===== src/rtl/gcd_pkg.sv =====
// gcd_pkg: shared width default and controller state encoding for the GCD block.
package gcd_pkg;
    localparam int GCD_WIDTH = 32;
    typedef enum logic [1:0] {IDLE, CALC, FINISH, DONE} state_t;
endpackage


===== src/rtl/gcd_datapath.sv =====
// gcd_datapath: A/B/K registers and one binary (Stein) GCD step per enabled cycle.
module gcd_datapath import gcd_pkg::*; #(parameter int WIDTH = GCD_WIDTH) (
    input  logic             clk,
    input  logic             resetn,
    input  logic             load,
    input  logic             step,
    input  logic [WIDTH-1:0] opa,
    input  logic [WIDTH-1:0] opb,
    output logic             fin,
    output logic [WIDTH-1:0] res
);
    localparam int KW = $clog2(WIDTH) + 1;
    logic [WIDTH-1:0] a, b;
    logic [KW-1:0]    k;
    // the A==0 swap happens on the same edge the controller leaves CALC
    assign fin = (b == '0) || (a == '0);
    assign res = a << k;
    always_ff @(posedge clk or negedge resetn)
        if (!resetn) begin
            a <= '0;
            b <= '0;
            k <= '0;
        end else if (load) begin
            a <= opa;
            b <= opb;
            k <= '0;
        end else if (step && b != '0) begin
            if (a == '0) begin
                a <= b;
                b <= '0;
            end else if (!a[0] && !b[0]) begin
                a <= a >> 1;
                b <= b >> 1;
                k <= k + KW'(1);
            end else if (!a[0]) begin
                a <= a >> 1;
            end else if (!b[0]) begin
                b <= b >> 1;
            end else begin
                a <= (a < b) ? a : b;
                b <= (a < b) ? b - a : a - b;
            end
        end
endmodule


===== src/rtl/gcd.sv =====
// gcd: controller FSM sequencing the Stein datapath; owns the registered result and done flag.
module gcd import gcd_pkg::*; #(parameter int WIDTH = GCD_WIDTH) (
    input  logic [WIDTH-1:0] opa,
    input  logic [WIDTH-1:0] opb,
    input  logic             start,
    input  logic             resetn,
    input  logic             clk,
    output logic [WIDTH-1:0] result,
    output logic             done
);
    state_t           state, state_nx;
    logic             load, step, fin;
    logic [WIDTH-1:0] dp_res;
    gcd_datapath #(.WIDTH(WIDTH)) u_dp (
        .clk    (clk),
        .resetn (resetn),
        .load   (load),
        .step   (step),
        .opa    (opa),
        .opb    (opb),
        .fin    (fin),
        .res    (dp_res)
    );
    always_ff @(posedge clk or negedge resetn)
        if (!resetn) begin
            state  <= IDLE;
            result <= '0;
            done   <= 1'b0;
        end else begin
            state <= state_nx;
            done  <= (state == FINISH) || (state == DONE && start);
            if (state == FINISH) result <= dp_res;
        end
    // DONE waits for start to drop so a held start cannot retrigger
    always_comb begin
        load     = (state == IDLE) && start;
        step     = state == CALC;
        state_nx = state;
        case (state)
            IDLE:    state_nx = start ? CALC : IDLE;
            CALC:    state_nx = fin ? FINISH : CALC;
            FINISH:  state_nx = DONE;
            default: state_nx = start ? DONE : IDLE;
        endcase
    end
endmodule


===== config.mk =====
export PLATFORM = sky130hd
export DESIGN_NAME = gcd
export DESIGN_NICKNAME = d
export VERILOG_FILES = /design/src/rtl/gcd_pkg.sv /design/src/rtl/gcd_datapath.sv /design/src/rtl/gcd.sv
export SDC_FILE = /design/constraint.sdc
export NUM_CORES = 1
export LEC_CHECK = 0
export CAP_MARGIN = 20
export CORE_ASPECT_RATIO = 0.8
export CORE_UTILIZATION = 55
export DETAILED_ROUTE_END_ITERATION = 7
export GPL_ROUTABILITY_DRIVEN = 0
export HOLD_SLACK_MARGIN = 0.1
export PLACE_DENSITY = 0.73
export SETUP_SLACK_MARGIN = 0.02
export SYNTH_ARGS = -nofsm -noshare
export SYNTH_HDL_FRONTEND = slang
export SYNTH_SLANG_ARGS = --single-unit

===== constraint.sdc =====
create_clock -name clk -period 6.3 [get_ports clk]
set_clock_uncertainty 0.1 [all_clocks]
set_input_delay 1.26 -clock clk [delete_from_list [all_inputs] [get_ports clk]]
set_output_delay 1.26 -clock clk [all_outputs]
set_load 0.1 [all_outputs]

==> flow_summary.json <==
{
  "antenna_found_initial": 0,
  "cts_sinks": 105,
  "max_cap_violations": 0,
  "min_period_ps": 4570,
  "clk_path_buf_depth": 2,
  "drive_gt1_frac": 0.0557,
  "yosysSeqAreaShare": 0.262,
  "cts_resized": 0,
  "postCtsSetupBuffers": 0,
  "diodes": 0,
  "start_kind": "register",
  "async_flop_share": 1.00,
  "synth.distinct_cells": 72,
  "ant_nets": 0,
  "relSlewSlack": 0.287,
  "worst_slew_pin_slew_ps": 1060,
  "synth_edf_count": 0,
  "path_common_cell": "buf_4",
  "grt_pass1_vias": 9065,
  "worstPathArrival_ps": 4690,
  "die-area_mm2": 0.0187,
  "htreeDepth": 3,
  "grt_max_degree": 68,
  "clkTransAtPathRegs_ps": 80,
  "avgSynthCellArea_um2": 7.84,
  "grt_pass1_wl_mm": 50.9,
  "synth_top_area_share": 0.262,
  "crit_buf_inv": 2,
  "synthTopCellsByArea": "dfrtp_1 26%, a21oi_1 7.9%, ha_1 7.7%, nor2_1 5.3%, mux4_2 5.2%",
  "synth_seq_cells": 105,
  "portBuffers": 99,
  "die_h_um": 123,
  "final_common_cell": "a21oi_1",
  "rsz0062_at_grt": "false",
  "r2r-end": "u_dp.a[27]",
  "drtIter0Drc": 1176,
  "worstSetupPathType": "register to register",
  "via_count": 10200,
  "final_hold_viol_count": 0,
  "crit_start": "u_dp.b[0]",
  "insertion_delay_ps": 370,
  "cts_tree": "done",
  "drc": 0,
  "crit_path_end_kind": "register",
  "nNetsFinal": 1436,
  "r2r_slack_ps": 1730,
  "crit_required_ps": 6430,
  "area_growth_pct": 12.5,
  "start_util": 0.569,
  "reg2reg_depth": 12,
  "num_rows": 43,
  "setup_viol": 0,
  "hold_start": "result[26]",
  "root_buffer": "clkbuf_16",
  "hold_class": "register to register",
  "cpPeakStageDelay_ps": 820,
  "outcome": "finished clean",
  "crit_end": "u_dp.a[27]",
  "synth_cells": 1277,
  "crit_cells": 12,
  "r2r_start": "u_dp.b[0]",
  "numCtsBuffers": 9,
  "crit_family": "compound AO/OA/AOI/OAI gates",
  "totalWireLength_mm": 32.8,
  "num_io_pins": 100,
  "synth_fp_nets": 1408,
  "wire_per_inst_um": 21.4,
  "track_usage": 0.353,
  "yosys.area.top_type": "dfrtp_1",
  "grt_overflow": 0,
  "critPathMaxFanout": 38,
  "yosysWarningCount": 0,
  "cp_slowest_cell": "dfrtp_1",
  "drt_pass1_iterations": 6,
  "tns_ps": 0,
  "slew_violations": 0,
  "fmax_ghz": 0.219,
  "period_share": 0.725,
  "core_mm2": 0.0176,
  "synthFlopType": "dfrtp_1",
  "hpwl_mm": 24.3,
  "synth_area_mm2": 0.0100,
  "path_cells": "nand2b_1, fa_1, a211oi_2, nor2_1, o21a_1, a221o_1, a31oi_4, buf_4, o21ai_1, a21oi_4, buf_4, o21ai_0",
  "most-common-layout-cells": "158 x a21oi_1, 140 x nor2_1, 132 x nand2_1, 104 x dfrtp_1, 98 x clkdlybuf4s50_1",
  "viasPerCell": 6.64,
  "ctsHoldBuffers": 0,
  "die_width_um": 153
}
==> cells by family after synthesis <==
group	synth area share
AO/OA/AOI/OAI	0.283
XOR/XNOR	0.0280
adder cells (fa/ha/maj)	0.0815
buffers and inverters	0.0714
flip-flops	0.262
multiplexers	0.103
AND/OR/NAND/NOR	0.171
==> state kept, by name (all words and copies together), names as in the netlist <==
signal  count
done        1
result     32
state       2
u_dp.a     32
u_dp.b     32
u_dp.k      6
==> Yosys cell counts (5+ instances only) <==
cell / n
o31ai_1: 5
xnor2_1: 19
nand2b_1: 7
a21o_1: 31
clkbuf_1: 60
a221o_1: 6
o21ai_0: 93
a21oi_1: 158
o221ai_1: 9
a22oi_1: 8
inv_1: 77
nand4_1: 16
or2_2: 6
o21a_1: 6
nor4_1: 19
buf_1: 5
a221oi_1: 19
buf_2: 25
and3_1: 23
a211oi_1: 17
nor3_1: 10
o2111ai_1: 6
a31oi_1: 11
nand2_1: 132
mux4_2: 23
a22o_1: 11
nor2_1: 141
dfrtp_1: 105
nand3_1: 12
xor2_1: 13
o21ai_1: 8
o211ai_1: 8
o22ai_1: 6
mux2i_1: 46
o21bai_1: 9
ha_1: 62
a211o_1: 5
and2_1: 5
==> worst reg2reg max path, stage by stage (launching register included) <==
cell      delay (ps)
dfrtp_1          820
nand2b_1         300
fa_1             490
a211oi_2         190
nor2_1            90
o21a_1           200
a221o_1          390
a31oi_4          180
buf_4            410
o21ai_1          180
a21oi_4          510
buf_4            410
o21ai_0          160
==> stage by stage <==
stage	instance area (µm²)	std cells	hold WS [ps]	worst slack, ps	util
final	11300	1535	385	1730	0.640
after global routing	11300	1535	421	1500	0.640
after CTS	11300	1535	392	1810	0.640
after detailed placement	11000	1519	375	1840	0.624
after global placement	11000	1519	369	1970	0.624
after floorplan	10000	1277	406	3140	-
==> cell type report <==
class                      count  area, µm²
tap                          225        282
clock inverter                 6       57.6
sequential                   105       2630
clock buffer                  10        229
timing repair buffer         112       1090
multi-input combinational    998       6690
fill                        1570       6330
inverter                      79        297
==> how the worst min path moves through the flow <==
stage	end	slack [ps]	depth (start not counted)
CTS	result[15]	390	2
finish	result[26]	390	2
detailed placement	result[15]	370	2
global route	result[7]	420	2
global placement	result[15]	370	2
floorplan	state[0]	410	1
==> layer usage <==
layer  GRT usage  wire [µm]
met1       0.527      14600
met2       0.506      13700
met3      0.0759       3650
met4       0.105        808
met5           0          0
Power is left out: the tool's default activity adds up to more than one toggle a clock period on the data nets, which glitch-free logic cannot reach.
